$ cat src/rtl/muldiv_pkg.sv
// Shared definitions for the HI/LO multiply/divide sequencer.
// Contents: funct codes, FSM state encoding, divide-by-zero quotient constant,
// and funct classification helpers used by the FSM and the stall logic.
package muldiv_pkg;

  localparam int XLEN_DEF = 32;

  // R-type funct codes handled by the sequencer
  localparam logic [5:0] F_MFHI  = 6'd16;
  localparam logic [5:0] F_MTHI  = 6'd17;
  localparam logic [5:0] F_MFLO  = 6'd18;
  localparam logic [5:0] F_MTLO  = 6'd19;
  localparam logic [5:0] F_MULT  = 6'd24;
  localparam logic [5:0] F_MULTU = 6'd25;
  localparam logic [5:0] F_DIV   = 6'd26;
  localparam logic [5:0] F_DIVU  = 6'd27;

  typedef enum logic [2:0] {
    ST_IDLE = 3'd0,
    ST_MUL  = 3'd1,
    ST_DIV  = 3'd2,
    ST_FIX  = 3'd3,
    ST_DONE = 3'd4
  } state_e;

  // Quotient written to LO when the divisor is zero
  localparam logic [XLEN_DEF-1:0] DIV0_LO = '1;

  // MULT/MULTU/DIV/DIVU: starts a multi-cycle operation
  function automatic logic is_muldiv(input logic [5:0] f);
    return (f == F_MULT) || (f == F_MULTU) || (f == F_DIV) || (f == F_DIVU);
  endfunction

  // Any instruction that reads or writes HI/LO
  function automatic logic is_hilo(input logic [5:0] f);
    return (f == F_MFHI) || (f == F_MTHI) || (f == F_MFLO) || (f == F_MTLO) ||
           is_muldiv(f);
  endfunction

endpackage

$ cat src/rtl/muldiv_datapath.sv
// Shift-add multiplier / restoring divider, one bit per iterate strobe.
// Latency: load, then XLEN iterate strobes, then one fix strobe; result valid after fix.
// No flow control: strobes come from the FSM, which owns sequencing and stalls.
// Ports: clk_i/rst_i; load_i/iter_i/fix_i strobes; is_div_i/is_signed_i op type at load;
//        op_a_i/op_b_i operands at load; hi_o/lo_o product or remainder/quotient.
module muldiv_datapath
  import muldiv_pkg::*;
#(
  parameter int XLEN = 32
) (
  input  logic            clk_i,
  input  logic            rst_i,
  input  logic            load_i,
  input  logic            iter_i,
  input  logic            fix_i,
  input  logic            is_div_i,
  input  logic            is_signed_i,
  input  logic [XLEN-1:0] op_a_i,
  input  logic [XLEN-1:0] op_b_i,
  output logic [XLEN-1:0] hi_o,
  output logic [XLEN-1:0] lo_o
);

  // acc holds {upper, lower}: {product hi, multiplier/product lo} for MUL,
  // {partial remainder, dividend/quotient} for DIV.
  logic [2*XLEN-1:0] acc_q, acc_d;
  logic [XLEN-1:0]   opb_q, opb_d;
  logic              is_div_q, neg_res_q, neg_rem_q, div0_q;

  logic              a_neg, b_neg;
  logic [XLEN-1:0]   mag_a, mag_b;
  logic [XLEN:0]     mul_add;
  logic [XLEN:0]     div_sh;
  logic [XLEN-1:0]   div_diff;
  logic              div_ge;
  logic [XLEN-1:0]   acc_hi, acc_lo, fix_hi, fix_lo;

  assign a_neg = is_signed_i & op_a_i[XLEN-1];
  assign b_neg = is_signed_i & op_b_i[XLEN-1];
  assign mag_a = a_neg ? (~op_a_i + 1'b1) : op_a_i;
  assign mag_b = b_neg ? (~op_b_i + 1'b1) : op_b_i;

  assign acc_hi = acc_q[2*XLEN-1:XLEN];
  assign acc_lo = acc_q[XLEN-1:0];

  // Multiply step: conditionally add multiplicand to the upper half, shift right.
  assign mul_add = {1'b0, acc_hi} + (acc_q[0] ? {1'b0, opb_q} : '0);

  // Divide step: shift next dividend bit into the remainder and trial-subtract.
  // When the subtract succeeds the true difference fits in XLEN bits.
  assign div_sh   = {acc_hi, acc_lo[XLEN-1]};
  assign div_ge   = div_sh >= {1'b0, opb_q};
  assign div_diff = div_sh[XLEN-1:0] - opb_q;

  always_comb begin
    fix_hi = acc_hi;
    fix_lo = acc_lo;
    if (is_div_q) begin
      fix_hi = neg_rem_q ? (~acc_hi + 1'b1) : acc_hi;
      // A zero divisor leaves |A| as remainder; restoring its sign yields the raw dividend.
      fix_lo = div0_q ? XLEN'(DIV0_LO) : (neg_res_q ? (~acc_lo + 1'b1) : acc_lo);
    end else if (neg_res_q) begin
      {fix_hi, fix_lo} = ~acc_q + 1'b1;
    end
  end

  always_comb begin
    acc_d = acc_q;
    opb_d = opb_q;
    if (load_i) begin
      acc_d = {{XLEN{1'b0}}, mag_a};
      opb_d = mag_b;
    end else if (iter_i) begin
      if (is_div_q) begin
        acc_d = div_ge ? {div_diff, acc_lo[XLEN-2:0], 1'b1}
                       : {div_sh[XLEN-1:0], acc_lo[XLEN-2:0], 1'b0};
      end else begin
        acc_d = {mul_add, acc_lo[XLEN-1:1]};
      end
    end else if (fix_i) begin
      acc_d = {fix_hi, fix_lo};
    end
  end

  always_ff @(posedge clk_i or posedge rst_i) begin
    if (rst_i) begin
      acc_q     <= '0;
      opb_q     <= '0;
      is_div_q  <= 1'b0;
      neg_res_q <= 1'b0;
      neg_rem_q <= 1'b0;
      div0_q    <= 1'b0;
    end else begin
      acc_q <= acc_d;
      opb_q <= opb_d;
      if (load_i) begin
        is_div_q  <= is_div_i;
        neg_res_q <= a_neg ^ b_neg;
        neg_rem_q <= a_neg;
        div0_q    <= is_div_i && (op_b_i == '0);
      end
    end
  end

  assign hi_o = acc_hi;
  assign lo_o = acc_lo;

endmodule

$ cat src/rtl/muldiv_ctrl.sv
// HI/LO owner and multi-cycle MULT/DIV sequencer for the EX stage.
// Latency: start at T, oDone in cycle T+XLEN+2, HI/LO written at the end of that cycle.
// Backpressure: oStall freezes IF/ID/EX while busy and EX holds a HI/LO or mul/div funct.
// Ports: iClk/iRst; iValid/iFunc/iOpA/iOpB instruction in EX; iFlush kills in-flight op;
//        oStall/oBusy/oDone status; oHI/oLO registers; oMfData MFHI/MFLO read data.
module muldiv_ctrl
  import muldiv_pkg::*;
#(
  parameter int XLEN  = 32,
  parameter int CNT_W = $clog2(XLEN) + 1
) (
  input  logic            iClk,
  input  logic            iRst,
  input  logic            iValid,
  input  logic [5:0]      iFunc,
  input  logic [XLEN-1:0] iOpA,
  input  logic [XLEN-1:0] iOpB,
  input  logic            iFlush,
  output logic            oStall,
  output logic            oBusy,
  output logic            oDone,
  output logic [XLEN-1:0] oHI,
  output logic [XLEN-1:0] oLO,
  output logic [XLEN-1:0] oMfData
);

  state_e            state_q, state_d;
  logic [CNT_W-1:0]  cnt_q, cnt_d;
  logic [XLEN-1:0]   hi_q, hi_d, lo_q, lo_d;
  logic [XLEN-1:0]   res_hi, res_lo;
  logic              start, load, iter, fix, done, busy, idle_ok;

  // Only an idle, unflushed sequencer accepts work; a busy one stalls it instead.
  assign idle_ok = (state_q == ST_IDLE) && iValid && !iFlush;
  assign start   = idle_ok && is_muldiv(iFunc);

  // State register
  always_ff @(posedge iClk or posedge iRst) begin
    if (iRst) state_q <= ST_IDLE;
    else      state_q <= state_d;
  end

  // Next state
  always_comb begin
    state_d = state_q;
    case (state_q)
      ST_IDLE: if (start) state_d = iFunc[1] ? ST_DIV : ST_MUL;
      ST_MUL,
      ST_DIV:  if (cnt_q == CNT_W'(1)) state_d = ST_FIX;
      ST_FIX:  state_d = ST_DONE;
      ST_DONE: state_d = ST_IDLE;
      default: state_d = ST_IDLE;
    endcase
    if (iFlush) state_d = ST_IDLE;
  end

  // Outputs / datapath strobes
  always_comb begin
    busy = (state_q != ST_IDLE);
    load = start;
    iter = ((state_q == ST_MUL) || (state_q == ST_DIV)) && !iFlush;
    fix  = (state_q == ST_FIX) && !iFlush;
    done = (state_q == ST_DONE) && !iFlush;
  end

  always_comb begin
    cnt_d = cnt_q;
    if (iFlush)    cnt_d = '0;
    else if (load) cnt_d = CNT_W'(XLEN);
    else if (iter) cnt_d = cnt_q - 1'b1;
  end

  always_comb begin
    hi_d = hi_q;
    lo_d = lo_q;
    if (done) begin
      hi_d = res_hi;
      lo_d = res_lo;
    end else if (idle_ok) begin
      if (iFunc == F_MTHI) hi_d = iOpA;
      if (iFunc == F_MTLO) lo_d = iOpA;
    end
  end

  always_ff @(posedge iClk or posedge iRst) begin
    if (iRst) begin
      cnt_q <= '0;
      hi_q  <= '0;
      lo_q  <= '0;
    end else begin
      cnt_q <= cnt_d;
      hi_q  <= hi_d;
      lo_q  <= lo_d;
    end
  end

  muldiv_datapath #(.XLEN(XLEN)) u_dp (
    .clk_i       (iClk),
    .rst_i       (iRst),
    .load_i      (load),
    .iter_i      (iter),
    .fix_i       (fix),
    .is_div_i    (iFunc[1]),
    .is_signed_i (~iFunc[0]),
    .op_a_i      (iOpA),
    .op_b_i      (iOpB),
    .hi_o        (res_hi),
    .lo_o        (res_lo)
  );

  assign oBusy   = busy;
  assign oDone   = done;
  assign oStall  = busy && iValid && is_hilo(iFunc);
  assign oHI     = hi_q;
  assign oLO     = lo_q;
  assign oMfData = (iFunc == F_MFHI) ? hi_q : (iFunc == F_MFLO) ? lo_q : '0;

endmodule

$ cat config.mk
export PLATFORM = sky130hd
export DESIGN_NAME = muldiv_ctrl
export DESIGN_NICKNAME = d
export VERILOG_FILES = /design/src/rtl/muldiv_pkg.sv /design/src/rtl/muldiv_datapath.sv /design/src/rtl/muldiv_ctrl.sv
export SDC_FILE = /design/constraint.sdc
export NUM_CORES = 1
export LEC_CHECK = 0
export CAP_MARGIN = 0
export CORE_UTILIZATION = 25
export DETAILED_ROUTE_END_ITERATION = 10
export DONT_BUFFER_PORTS = 1
export PLACE_DENSITY = 0.41
export SYNTH_ARGS = -nofsm -noshare
export SYNTH_HDL_FRONTEND = slang
export SYNTH_HIERARCHICAL = 1
export SYNTH_SLANG_ARGS = --single-unit
$ cat constraint.sdc
create_clock -name iClk -period 5.4 [get_ports iClk]
set_clock_uncertainty 0.1 [all_clocks]
set_input_delay 0.54 -clock iClk [delete_from_list [all_inputs] [get_ports iClk]]
set_output_delay 0.54 -clock iClk [all_outputs]
set_load 0.01 [all_outputs]
==> reports/metrics.yaml <==
outcome: "complete, no violations"
wl_per_cell_um: 22.03
h-tree-depth: 4
postSynth.topFlopCell: "sky130_fd_sc_hd__dfrtp_1"
cp.arrival_ps: 4260
routabilityCongestion: 0.8798
routed_wirelength_mm: 60.66
buffer_ports.inserted: 0
cts.sinks: 173
cp-end-kind: "flop"
via_per_inst: 5.314
ranking_of_synthesized_cells_by_area: "sky130_fd_sc_hd__dfrtp_1 (26%), sky130_fd_sc_hd__mux2i_1 (15%), sky130_fd_sc_hd__a21oi_1 (5.4%), sky130_fd_sc_hd__ha_1 (5.3%), sky130_fd_sc_hd__nor2_1 (5.1%)"
slew_headroom: 0.02160
min-delay-path-class: "in2async"
worstSetupStartpointType: "flop"
die-area_um2: 67210
final_layout_size_suffix_gt1_frac: 0.05743
timing.max_cap.violations: 0
critical_path.max_fanout: 29
place_worst_setup_slack_ps: 1463
detailedRoute.firstIterationViolations: 1261
clk_root_buf: "sky130_fd_sc_hd__clkbuf_16"
io_pins: 173
core_region_um2: 64930
cts-root-to-sink-buffers: 2
synth.lib_cells_used.distinct: 99
setup.worst_path.class: "reg2reg"
cts.repair_timing.setup_buffer_count: 0
drt.antenna.violating_nets: 0
first_pass_grt_wire_length_mm: 90.96
antenna_found_initial: 0
seq_area_frac_synth: 0.2617
cts_made_buffers: 17
layout_commonest_cell: "sky130_fd_sc_hd__mux2i_1"
min_period_over_period: 0.7297
layout_setup_ws_ps: 1459
synth-seq-cells: 173
overall_fraction_of_global_route_tracks_in_use: 0.1791
mappedNetlistNets: 2111
yosys_warnings: 6
cts.reportedPaths.clkPinSlew_ps: 80
die_x_um: 259.3
final.fill_count: 7049
largest_voltage_drop_on_the_vdd_net_mv: 0.1593
synth_enable_flop_cells: 0
num_vias: 14634
postSynthAreaPerCell_um2: 8.420
die_height_um: 259.3
clkLatencyLatePin_ps: 500
area_growth_syn_to_layout_pct: 6.753
synth_area_leader_cell: "sky130_fd_sc_hd__dfrtp_1"
maximum_number_of_pins_on_one_net_before_global_route_repair: 130
hold_viol_final: 0
rows: 93
hpwl_mm: 44.89
tritoncts_clock_tree: "built"
drt_pass1_iterations: 7
setup_viol: 0
final_max_slew_viol_count: 0
synth_area_um2: 16540
worst_path_required_ps: 5720
clock.fmax_mhz: 253.8
synthesis.instances: 1965
globalRouteOverflowTotal: 0
setup_total_negative_slack_ps: 0
stdcell_area_um2: 17660
share_of_the_synthesized_area_in_the_top_cell_type: 0.2617
share_of_async_settable_or_async_resettable_flops_after_synthesis: 1.000
most-common-layout-cells: "sky130_fd_sc_hd__mux2i_1 (254), sky130_fd_sc_hd__nor2_1 (223), sky130_fd_sc_hd__a21oi_1 (177)"
total_power_uw: 8461
layout_min_cycle_time_ps: 3941
initial_core_util: 0.2548
pwr_density_cell_nw_per_um2: 479.1
worst-slew-pin-transition_ps: 1465
num-nets-final: 2031
drt_drc_violations_left: 0
setup_repair_after_global_routing_missed_its_margin: "false"
number_of_global_route_vias_before_repair: 14056
instance_area_at_placement_um2: 17020
leakagePower_uw: 0.006838
==> path summary, 6_finish.rpt <==
kind	endpoint	slack (ps)	start	cells after the start
worst max-delay path	u_dp/acc_q[53]	1460	u_dp/acc_q[34]	10
worst min-delay path	u_dp/acc_q[2]	20	iRst	1
worst max register to register	u_dp/acc_q[53]	1460	u_dp/acc_q[34]	10
worst min register to register	u_dp/opb_q[11]	430	u_dp/opb_q[11]	2
max in group asynchronous	oHI[24]	3650	iRst	3
min in group iClk	state_q[0]	100	iFunc[3]	2
==> metrics by stage <==
step / instances / hold WS, ps / util
6_report: 2754 / 24.93 / 0.2720
5_1_grt: 2753 / 63.83 / 0.2720
4_1_cts: 2753 / 26.97 / 0.2720
3_5_place_dp: 2720 / 400.7 / 0.2621
3_3_place_gp: 2720 / 404.5 / 0.2621
2_1_floorplan: 1965 / 363.6 / -
==> per-layer routing <==
metal  up-vias  part of all wire  wire [µm]  global-route usage
li1       6965                 -          -                   -
met1      7196              0.48      28820              0.2483
met2       425              0.46      27950              0.2857
met3        48             0.047       2856             0.02978
met4         0             0.017       1035             0.04755
met5         -                 0          0                   0
==> synthesized netlist by cell type (22+ instances only) <==
master and count:
sky130_fd_sc_hd__mux2i_1 254, sky130_fd_sc_hd__nor2_1 224, sky130_fd_sc_hd__a21oi_1 177, sky130_fd_sc_hd__dfrtp_1 173, sky130_fd_sc_hd__nand2_1 138, sky130_fd_sc_hd__o21ai_0 111, sky130_fd_sc_hd__xnor2_1 86, sky130_fd_sc_hd__ha_1 70
sky130_fd_sc_hd__inv_1 69, sky130_fd_sc_hd__xor2_1 69, sky130_fd_sc_hd__clkbuf_1 64, sky130_fd_sc_hd__nor3_1 44, sky130_fd_sc_hd__nand3_1 33, sky130_fd_sc_hd__a31oi_1 30, sky130_fd_sc_hd__a21o_1 22
==> final cells by class <==
type,instances,area [µm²],share of cell area
diodes,1,2.502,0.0001417
clock buffers,19,452.9,0.02564
clock inverters,13,180.2,0.01020
inverters,70,280.3,0.01587
multi-input cells,1601,11160,0.6320
flip-flops and latches,173,4333,0.2453
well taps,855,1070,0.06057
repair buffers,22,180.2,0.01020
==> report_power, final <==
part           total (µW)  internal (µW)  leakage (µW)  switching (µW)
clock network        1400            762      0.000307             640
registers            2510           1620       0.00220             889
logic                4550           1830       0.00434            2720
==> what timing repair did <==
item                                    4_1_cts  5_1_grt
hold buffers                                  1        0
endpoints found under the setup margin        0        0
endpoints found under the hold margin        30        0
gates resized for setup                       0        0
==> critical path: stages, from the launching register on <==
cell and delay (ps):
sky130_fd_sc_hd__dfrtp_1 520, sky130_fd_sc_hd__ha_1 420, sky130_fd_sc_hd__a211oi_1 650, sky130_fd_sc_hd__a211oi_2 220, sky130_fd_sc_hd__nor4b_2 390, sky130_fd_sc_hd__o21ba_2 610, sky130_fd_sc_hd__buf_4 360, sky130_fd_sc_hd__nand2_1 80
sky130_fd_sc_hd__o211ai_1 110, sky130_fd_sc_hd__o21ai_0 120, sky130_fd_sc_hd__a211oi_1 250
==> sequential cells by signal, indices dropped and copies added (netlist names) <==
| name | count |
|---|---|
| state_q | 3 |
| u_dp/div0_q | 1 |
| oHI | 32 |
| oLO | 32 |
| u_dp/acc_q | 64 |
| u_dp/neg_res_q | 1 |
| cnt_q | 6 |
| u_dp/opb_q | 32 |
| u_dp/is_div_q | 1 |
| u_dp/neg_rem_q | 1 |
==> kinds of logic after synthesis <==
kind of cell	after synthesis	synth area share
muxes	258	0.1564
xor gates and xnor gates	155	0.08205
AOI/OAI and AO/OA	521	0.2013
DFF	173	0.2617
adders and majority gates	72	0.05536
buffers and inverters	191	0.06466
and+or+nand+nor	595	0.1786
Power figures use the tool's default switching activity.
